### config.mk
export PLATFORM = sky130hd
export DESIGN_NAME = serial_subtractor
export DESIGN_NICKNAME = d
export VERILOG_FILES = /design/src/rtl/serial_subtractor.sv
export SDC_FILE = /design/constraint.sdc
export NUM_CORES = 1
export LEC_CHECK = 0
export CORE_MARGIN = 2
export CORE_UTILIZATION = 30
export CTS_BUF_LIST = sky130_fd_sc_hd__clkbuf_16
export CTS_CLUSTER_SIZE = 10
export DETAILED_ROUTE_END_ITERATION = 16
export PLACE_DENSITY = 0.57
export SYNTH_ARGS = -nofsm -noshare
export SYNTH_HDL_FRONTEND = slang
export SYNTH_SLANG_ARGS = --single-unit
### constraint.sdc
create_clock -name clk -period 1.6 [get_ports clk]
set_input_delay 0.32 -clock clk [delete_from_list [all_inputs] [get_ports clk]]
set_output_delay 0.32 -clock clk [all_outputs]
set_load 0.02 [all_outputs]
### src/rtl/serial_subtractor.sv
// Bit-serial unsigned subtractor: one bit per clock, LSB first, with valid/ready handshakes.
// Optional macro SERIAL_SUBTRACTOR_SAT_EN clamps y to zero when the final borrow is set.
module serial_subtractor #(
  parameter int unsigned WORD_WIDTH = 8
) (
  input  logic                  clk,
  input  logic                  reset_n,
  input  logic                  in_valid,
  output logic                  in_ready,
  input  logic [WORD_WIDTH-1:0] a,
  input  logic [WORD_WIDTH-1:0] b,
  output logic                  out_valid,
  input  logic                  out_ready,
  output logic [WORD_WIDTH-1:0] y,
  output logic                  bout
);

  localparam int unsigned CntW = $clog2(WORD_WIDTH + 1);
  localparam logic [CntW-1:0] LastBit = CntW'(WORD_WIDTH - 1);

  typedef enum logic [1:0] {StIdle, StRun, StDone} state_e;

  state_e                state_q, state_d;
  logic [WORD_WIDTH-1:0] a_q, a_d, b_q, b_d, res_q, res_d;
  logic                  br_q, br_d;
  logic [CntW-1:0]       cnt_q, cnt_d;

  logic                  a_bit, b_bit, diff_bit, br_next;
  logic [WORD_WIDTH:0]   res_shift;

  assign a_bit     = a_q[0];
  assign b_bit     = b_q[0];
  assign diff_bit  = a_bit ^ b_bit ^ br_q;
  assign br_next   = (~a_bit & b_bit) | (~a_bit & br_q) | (b_bit & br_q);
  // New bit enters at the MSB; slicing the widened vector also works for WORD_WIDTH=1.
  assign res_shift = {diff_bit, res_q};

  always_ff @(posedge clk or negedge reset_n) begin
    if (!reset_n) begin
      state_q <= StIdle;
      a_q     <= '0;
      b_q     <= '0;
      res_q   <= '0;
      br_q    <= 1'b0;
      cnt_q   <= '0;
    end else begin
      state_q <= state_d;
      a_q     <= a_d;
      b_q     <= b_d;
      res_q   <= res_d;
      br_q    <= br_d;
      cnt_q   <= cnt_d;
    end
  end

  always_comb begin
    state_d = state_q;
    a_d     = a_q;
    b_d     = b_q;
    res_d   = res_q;
    br_d    = br_q;
    cnt_d   = cnt_q;
    unique case (state_q)
      StIdle: begin
        if (in_valid) begin
          a_d     = a;
          b_d     = b;
          res_d   = '0;
          br_d    = 1'b0;
          cnt_d   = '0;
          state_d = StRun;
        end
      end
      StRun: begin
        a_d   = a_q >> 1;
        b_d   = b_q >> 1;
        res_d = res_shift[WORD_WIDTH:1];
        br_d  = br_next;
        cnt_d = cnt_q + CntW'(1);
        if (cnt_q == LastBit) state_d = StDone;
      end
      StDone: begin
        if (out_ready) state_d = StIdle;
      end
      default: state_d = StIdle;
    endcase
  end

  always_comb begin
    in_ready  = (state_q == StIdle);
    out_valid = (state_q == StDone);
    y         = '0;
    bout      = 1'b0;
    if (state_q == StDone) begin
      bout = br_q;
`ifdef SERIAL_SUBTRACTOR_SAT_EN
      y    = br_q ? '0 : res_q;
`else
      y    = res_q;
`endif
    end
  end

endmodule

==> impl_metrics.py <==
metrics = {
    "global_route": {
        "grt_pass1_wl_um": 5871,
        "grt_use_met1_pct": 15.35,
        "antenna_found_initial": 0,
        "use_met2_pct": 25.51,
        "grt_use_met3_pct": 3.968,
        "grt_pass1_vias": 1303,
        "grt_start_max_net_pins": 32,
        "top_usage_layer": "met2",
        "track_usage_pct": 13.82,
        "overflow": 0,
    },
    "setup_path": {
        "cp_cell_sequence": "nor2b_1 > buf_4 > and2_1 > buf_2",
        "crit_slowest_cell": "dfrtp_1",
        "cp-end-kind": "primary output",
        "ff2ff_setup_slack_ns": 0.13,
        "start_kind": "register",
        "worst-setup-path-type": "register to primary output",
        "worstPathRequired_ns": 1.28,
        "slowest_delay_ns": 0.37,
        "cp_data_arrival_time_ns": 1.23,
        "cp_max_fo": 11,
    },
    "final_layout": {
        "syn2layout_area_growth_pct": 34.97,
        "fin_nets": 210,
        "mostFrequentLayoutCells": "dfrtp_1, clkdlybuf4s50_1, a21oi_1, a22oi_1, buf_4",
        "num-fill-cells": 490,
        "register_area_um2": 775.7,
        "n_antenna_cell": 0,
        "final_common_cell": "dfrtp_1",
        "drive_gt1_share_pct": 17.99,
        "multi_input_area_um2": 674.4,
    },
    "synthesis": {
        "yosysTopAreaCell": "dfrtp_1",
        "synth_area_um2": 1528,
        "avgSynthCellArea_um2": 10.25,
        "yosysWarnings": 0,
        "syn-num-nets": 171,
        "ys_ff_latch": 31,
        "netlist_top_cells_area": "dfrtp_1, a22oi_1, a22o_1",
        "yosys.cell_types.count": 24,
        "ys_seq_area_share_pct": 50.78,
        "synth_cells": 149,
        "synth_top_area_share_pct": 50.78,
    },
    "sta": {
        "setup-violations-final": 0,
        "fin_skew_ns": 0.005264,
        "max_slew_margin_pct": 72.79,
        "fmax_ghz": 0.6460,
        "finalHoldViolCount": 0,
        "fin_crit_ns": 1.548,
        "worstMarginPinSlew_ns": 0.4082,
        "holdWs_ns": 0.4421,
        "fin_crit_sh_pct": 96.75,
        "fin_ws_ns": 0.05192,
        "report.final.slew_viol_count": 0,
        "rsz0062_at_grt": "true",
    },
    "floorplan": {
        "num_rows": 25,
        "die_area_um2": 5679,
        "die_h_um": 75.36,
        "die_w_um": 75.36,
        "initial_utilization_pct": 31.71,
        "coreArea_um2": 4817,
        "design.portCount": 31,
    },
    "clock_tree": {
        "cts_made_buffers": 5,
        "cts_max_path_buffers": 2,
        "tritoncts": "done",
        "clk_latency_ns": 0.28,
        "root_buffer": "clkbuf_16",
        "cts-hold-fix-buffers": 0,
        "cts_sinks": 31,
        "cts.clk_slew.worst_paths_ns": 0.05,
        "cts.htree.levels": 2,
    },
    "power_and_ir_drop": {
        "ir_drop_v": 0.0006367,
        "leakagePower_nw": 0.9269,
        "powerDensity_nw_per_um2": 1691,
    },
    "routing": {
        "drc": 0,
        "antenna_left": 0,
        "vias": 1263,
        "routed_wl_um": 3557,
        "vias_per_cell": 4.934,
        "first_pass_iters": 6,
        "drt_iter0_drc": 38,
        "wl_per_cell_um": 13.89,
    },
    "hold_path": {
        "worst_hold_path_type": "input pin to async pin",
    },
    "placement": {
        "place_ws_ns": -0.07169,
        "gp_congestion": 0.7651,
        "portBuffers": 30,
        "dpl.hpwl_um": 2460,
    },
    "flow_run": {
        "max_cap_viol_count": 0,
    },
    "outcome": {
        "status": "finished clean",
    },
}
state kept, by name (all words and copies together), names as in the netlist:
signal / flops
a_q: 8
cnt_q: 4
state_q: 2
b_q: 8
br_q: 1
res_q: 8
power breakdown:
part           internal [mW]  switching, mW  total [mW]  leakage (nW)
clock                  0.724          0.323        1.05        0.0812
combinational          0.554          0.547        1.10         0.444
sequential              1.10          0.241        1.34         0.402
total                   2.38           1.11        3.49         0.927
per-stage QoR:
step | utilization, % | std cells | power, mW | cell area (um^2) | setup TNS, ns
after floorplan | - | 149 | 2.103 | 1528 | 0
after global placement | 40.31 | 248 | 2.396 | 1942 | -0.4304
after detailed placement | 40.31 | 248 | 2.463 | 1942 | -0.5575
after CTS | 42.78 | 256 | 3.528 | 2061 | 0
after global routing | 42.81 | 256 | 3.715 | 2062 | -0.02943
final | 42.81 | 256 | 3.488 | 2062 | 0
final timing paths:
check / from / end / depth (start not counted)
max: state_q[1] / y[1] / 4
min: reset_n / res_q[2] / 2
max reg2reg: state_q[1] / cnt_q[3] / 6
min reg2reg: res_q[0] / res_q[0] / 1
max in group asynchronous: reset_n / b_q[2] / 2
min in group clk: res_q[0] / res_q[0] / 1
Yosys cell counts:
master,n
dfrtp_1,31
a21oi_1,16
a22oi_1,15
nor2b_1,13
o21ai_1,12
a22o_1,11
and2_1,10
o21ai_0,6
and2b_1,5
buf_4,5
nand2_1,5
buf_2,3
clkbuf_1,3
nor2_1,3
inv_1,2
a2bb2oi_1,1
buf_6,1
fa_1,1
ha_1,1
mux2_2,1
nand2b_1,1
nand3_1,1
o21bai_1,1
o31ai_1,1
repair_timing:
item / in CTS / in global routing
buffers inserted: 0 / 0
setup endpoints to repair: 11 / 9
gates resized for setup: 40 / 6
routing by layer:
metal / up-vias / wire [um]
li1: 607 / -
met1: 616 / 1570
met2: 34 / 1738
met3: 6 / 206
met4: 0 / 42
met5: - / 0
final cells by class:
class                   instances  share of cell area [%]
inverters                       2                  0.3641
clock buffers                   5                   6.068
well taps                      67                   4.066
clock inverters                 3                   1.881
flip-flops and latches         31                   37.62
multi-input cells             104                   32.71
repair buffers                 44                   17.29
logic make-up after synthesis:
group	count (synthesis)	synth area share [%]
buf+inv	14	5.405
mux	1	0.7370
compound gates	63	26.37
fa+ha+maj	2	2.129
simple gates	38	14.58
flops	31	50.78
worst max-delay path, delay by kind of cell (launching register included):
kind                   cells  cell delay, ns
buffers and inverters      2            0.30
flip-flops                 1            0.37
AND/OR/NAND/NOR            2            0.28
Power figures use the tool's default switching activity.
